### config.mk
export PLATFORM = sky130hd
export DESIGN_NAME = sub_serial
export DESIGN_NICKNAME = d
export VERILOG_FILES = /design/src/rtl/sub_serial.sv
export SDC_FILE = /design/constraint.sdc
export NUM_CORES = 1
export LEC_CHECK = 0
export CORE_ASPECT_RATIO = 1.4
export CORE_MARGIN = 10
export CORE_UTILIZATION = 51
export DETAILED_ROUTE_END_ITERATION = 12
export HOLD_SLACK_MARGIN = 0.12
export PLACE_DENSITY = 0.78
export REMOVE_ABC_BUFFERS = 1
export SLEW_MARGIN = 20
export SYNTH_ARGS = -nofsm -noshare
export SYNTH_HDL_FRONTEND = slang
export SYNTH_SLANG_ARGS = --single-unit
### constraint.sdc
create_clock -name clk -period 1.7 [get_ports clk]
set_input_delay 0.17 -clock clk [delete_from_list [all_inputs] [get_ports clk]]
set_output_delay 0.17 -clock clk [all_outputs]
set_load 0.02 [all_outputs]
### src/rtl/sub_serial.sv
// -----------------------------------------------------------------------------
// sub_serial -- multi-cycle serial subtractor.
//
// Computes diff = a - b - borrow_in (mod 2^WIDTH) by processing STEP bits per
// clock, LSB group first, over N = WIDTH/STEP clocks after the accept edge.
// Result outputs are registered and change only when an operation completes.
//
// Parameters:
//   WIDTH  operand/result width (>= 2)
//   STEP   bits processed per clock; must divide WIDTH exactly
//
// Ports:
//   clk         rising-edge clock
//   rst         asynchronous active-high reset
//   start       request a subtraction (accepted when ready=1)
//   a, b        minuend / subtrahend, sampled on the accept edge only
//   borrow_in   initial borrow, sampled on the accept edge only
//   ready       a start will be accepted this cycle (IDLE or DONE)
//   valid       diff and flags hold a completed result
//   diff        a - b - borrow_in modulo 2^WIDTH
//   borrow_out  final borrow out of the MSB (unsigned a < b + borrow_in)
//   overflow    two's-complement overflow of the signed subtraction
//   zero        diff equals zero
// -----------------------------------------------------------------------------
module sub_serial #(
  parameter int WIDTH = 8,
  parameter int STEP  = 1
) (
  input  logic             clk,
  input  logic             rst,
  input  logic             start,
  input  logic [WIDTH-1:0] a,
  input  logic [WIDTH-1:0] b,
  input  logic             borrow_in,
  output logic             ready,
  output logic             valid,
  output logic [WIDTH-1:0] diff,
  output logic             borrow_out,
  output logic             overflow,
  output logic             zero
);

  localparam int N     = WIDTH / STEP;
  localparam int CNT_W = (N > 1) ? $clog2(N) : 1;

  localparam logic [1:0] S_IDLE = 2'd0;
  localparam logic [1:0] S_RUN  = 2'd1;
  localparam logic [1:0] S_DONE = 2'd2;

  logic [1:0]       r_state;
  logic [CNT_W-1:0] r_cnt;
  logic [WIDTH-1:0] r_a;       // operands shift right; bits [STEP-1:0] are the current group
  logic [WIDTH-1:0] r_b;
  logic             r_bor;     // borrow carried between groups
  logic [WIDTH-1:0] r_acc;     // partial difference, filled from the MSB end
  logic             r_a_msb;   // sign bits kept for the overflow flag
  logic             r_b_msb;
  logic             r_valid;
  logic [WIDTH-1:0] r_diff;
  logic             r_borrow_out;
  logic             r_overflow;
  logic             r_zero;

  logic             w_accept;
  logic             w_last;
  logic [STEP-1:0]  w_grp_d;
  logic             w_bor_chain;
  logic [WIDTH-1:0] w_acc_next;

  assign ready    = (r_state != S_RUN);
  assign w_accept = start && ready;
  assign w_last   = (r_cnt == CNT_W'(N - 1));

  // Ripple-borrow across the STEP bits of the current group.
  // NOTE: every signal assigned in always_comb gets a default before any
  // conditional/loop update, so no path leaves it unassigned (no latch).
  always_comb begin
    w_grp_d     = '0;
    w_bor_chain = r_bor;
    for (int i = 0; i < STEP; i++) begin
      w_grp_d[i]  = r_a[i] ^ r_b[i] ^ w_bor_chain;
      w_bor_chain = (~r_a[i] & r_b[i]) | (~(r_a[i] ^ r_b[i]) & w_bor_chain);
    end
  end

  // The new group enters at the top; after N shifts the LSB group has
  // arrived at bit 0 and r_acc holds the whole difference.
  generate
    if (STEP == WIDTH) begin : g_single
      assign w_acc_next = w_grp_d;
    end else begin : g_multi
      assign w_acc_next = {w_grp_d, r_acc[WIDTH-1:STEP]};
    end
  endgenerate

  // NOTE: sequential state uses non-blocking assignments so every register
  // samples pre-edge values, independent of statement order.
  always_ff @(posedge clk or posedge rst) begin
    if (rst) begin
      r_state      <= S_IDLE;
      r_cnt        <= '0;
      r_a          <= '0;
      r_b          <= '0;
      r_bor        <= 1'b0;
      r_acc        <= '0;
      r_a_msb      <= 1'b0;
      r_b_msb      <= 1'b0;
      r_valid      <= 1'b0;
      r_diff       <= '0;
      r_borrow_out <= 1'b0;
      r_overflow   <= 1'b0;
      r_zero       <= 1'b0;
    end else begin
      case (r_state)
        S_IDLE, S_DONE: begin
          if (w_accept) begin
            r_a     <= a;
            r_b     <= b;
            r_bor   <= borrow_in;
            r_a_msb <= a[WIDTH-1];
            r_b_msb <= b[WIDTH-1];
            r_acc   <= '0;
            r_cnt   <= '0;
            r_valid <= 1'b0;
            r_state <= S_RUN;
          end
        end
        S_RUN: begin
          r_a   <= r_a >> STEP;
          r_b   <= r_b >> STEP;
          r_bor <= w_bor_chain;
          r_acc <= w_acc_next;
          r_cnt <= r_cnt + CNT_W'(1);
          if (w_last) begin
            r_state      <= S_DONE;
            r_valid      <= 1'b1;
            r_diff       <= w_acc_next;
            r_borrow_out <= w_bor_chain;
            r_overflow   <= (r_a_msb != r_b_msb) && (w_acc_next[WIDTH-1] != r_a_msb);
            r_zero       <= (w_acc_next == '0);
          end
        end
        default: r_state <= S_IDLE;
      endcase
    end
  end

  assign valid      = r_valid;
  assign diff       = r_diff;
  assign borrow_out = r_borrow_out;
  assign overflow   = r_overflow;
  assign zero       = r_zero;

endmodule

==> results.yml <==
run_status:
  status: "finished, final reports clean"
clocking:
  clockBufferDepth: 2
  post_cts.repair.setup_buffers: 0
  postCtsHoldBufs: 0
  worstSkewPairLatency_ns: 0.29
  cts_tree: "built"
  clock_sinks: 43
  cts_htree_levels: 2
  cts_root_buffer: "clkbuf_8"
  cts_buffers: 5
  clk_pin_slew_worst_paths_ns: 0.08
yosys:
  synth.distinct_cells: 27
  yosysWarnings: 0
  synth.top_cells.by_area: "dfrtp_1, a22o_1, o22ai_1, mux2_2, nor3_1"
  synthArstFlopShare_pct: 100
  synth_top_area_share_pct: 59.6
  synth_common_cells: "dfrtp_1, o22ai_1, nor2_1"
  synth-seq-cells: 43
  netlist_area_mm2: 0.00180
  syn_area_per_cell_um2: 11.8
  synth_seq_area_share_pct: 59.6
  synth_edf_count: 0
  syn_inst: 153
  synth_flop_cell: "dfrtp_1"
  synth.most_common_cell: "dfrtp_1"
  yosys.area.top_type: "dfrtp_1"
floorplan:
  core_mm2: 0.00341
  die_h_um: 90.4
  die_x_um: 70.3
  start_util_pct: 52.9
  num_rows: 25
  die_area_mm2: 0.00635
  io_pins: 33
setup_path:
  max_stage_delay_ns: 0.44
  cp_max_fo: 5
  cp-end-kind: "output port"
  cp_data_arrival_time_ns: 1.35
  critPathLaunchType: "flop"
  critical_path_required_ns: 1.53
  worst-setup-path-type: "reg -> out"
  path_cells: "and2b_4 > inv_2 > dlygate4sd2_1"
  crit_path_top_delay_cell: "dfrtp_1"
power:
  power_density_mw_per_mm2: 1940
  power_mw: 4.33
  ir_worst_vdd_uv: 1020
  power_leakage_nw: 0.999
finish:
  syn_to_final_growth_pct: 23.5
  final_nets: 211
  fin_cells: 227
  drive_gt1_share_pct: 11.8
  diodes: 0
  fin_util_pct: 65.4
  finalInstanceArea_mm2: 0.00223
sta:
  max_slew_margin_pct: 64.6
  fin_crit_ns: 1.52
  finalSetupViolations: 0
  timing.fmax_mhz: 657
  fin_crit_sh_pct: 89.5
  slew_viol_final: 0
  finClkSkew_ns: 0.00627
  worstMarginPinSlew_ns: 0.531
  rsz0062_at_grt: "false"
  hold_violations: 0
route:
  wl_per_cell_um: 15.3
  dr.pass1.iters: 4
  via_count: 1253
  drt-total-wl_um: 3480
  drtAntennaViolNets: 0
  drt_iter0_drc: 113
  drc_errors: 0
  routed_via_density: 5.52
placement:
  placed_area_mm2: 0.00214
  dpl.hpwl_um: 2500
  port_buffers: 32
  dp.cells: 220
  place.gp.congestion: 0.702
run:
  drv_cap: 0
hold_path:
  hold_path.class: "in -> async"
grt:
  track_usage_pct: 11.8
  antenna_found_initial: 0
  grt_pass1_vias: 1381
  grt_max_degree: 44
  grt_pass1_wl_um: 6320
  grt-ovfl-total: 0
## area by class of cell
type	count	area [um2]
Tap cell	40	50.0
Timing Repair Buffer	37	357
Fill cell	276	1180
Sequential cell	43	1080
Clock inverter	1	5.00
Inverter	5	18.8
Clock buffer	6	82.6
Multi-Input combinational cell	95	639
## timing repair
| item | CTS | global route |
|---|---|---|
| endpoints found under the setup margin | 1 | 0 |
| hold endpoints to repair | 0 | 0 |
| gates resized for setup | 1 | 0 |
## cells in the final DEF, fill, tap and decap left out
master,netlist,final
a21oi_1,3,3
a221o_1,1,1
a22o_1,10,10
and2b_4,1,1
buf_4,3,5
clkbuf_8,0,6
clkdlybuf4s50_1,0,31
clkinv_2,0,1
dfrtp_1,43,43
dlygate4sd2_1,0,1
fa_1,2,2
ha_1,2,2
inv_1,4,4
inv_2,1,1
mux2_1,2,2
mux2_2,6,6
nand2_1,12,12
nand2b_1,2,2
nand3_1,1,1
nand3b_4,1,1
nor2_1,13,13
nor2_4,1,1
nor2b_1,2,2
nor3_1,12,12
nor3b_1,1,1
nor4_1,2,2
o21ai_0,6,6
o22ai_1,14,14
o2bb2ai_1,1,1
## path summary, 6_finish.rpt
path / from / to / slack [ns] / depth (start not counted)
max in group asynchronous: rst / diff[5] / 1.02 / 3
hold reg to reg: borrow_out / borrow_out / 0.48 / 2
min in group clk: b[7] / r_b_msb / 0.45 / 3
setup reg to reg: r_b[0] / zero / 0.18 / 5
setup / recovery: r_state[0] / ready / 0.18 / 3
hold / removal: rst / r_cnt[1] / 0.31 / 3
## registers in the layout, indices dropped and copies added (netlist names), 2 cells and up
signal	flops
r_b	8
r_a	8
r_state	2
diff	8
r_cnt	3
r_acc	7
## critical path: cells and delay by family (launching register included)
kind                   cells  cell delay (ns)
buffers and inverters      2             0.40
DFF                        1             0.44
and+or+nand+nor            1             0.21
## report_power, final
part / internal, mW / total, mW / switching, mW
clock network: 0.319 / 0.641 / 0.323
registers: 1.50 / 1.81 / 0.315
logic: 0.913 / 1.87 / 0.961
## stage by stage
step,hold slack (ns),setup TNS (ns),worst slack (ns)
after CTS,0.326,0,0.161
after global routing,0.382,0,0.0210
after global placement,0.460,0,0.236
after floorplan,0.275,-0.0381,-0.0381
after detailed placement,0.470,0,0.194
final,0.314,0,0.179
## routing by layer
metal / global-route usage (%) / part of all wire (%) / vias up
met5: 0 / 0 / -
met4: 3.47 / 1.4 / 0
met3: 5.28 / 8.3 / 5
met2: 18.4 / 45 / 43
met1: 14.0 / 45 / 597
li1: - / - / 608
## cells by family (layout without fill, tap and decap cells)
family | after synthesis | after routing | synth area share [%]
flops | 43 | 43 | 59.6
buf+inv | 15 | 49 | 4.92
fa+ha+maj | 4 | 4 | 3.61
mux | 8 | 8 | 4.99
simple gates | 48 | 48 | 13.6
compound gates | 35 | 35 | 13.2
Power figures use the tool's default switching activity.
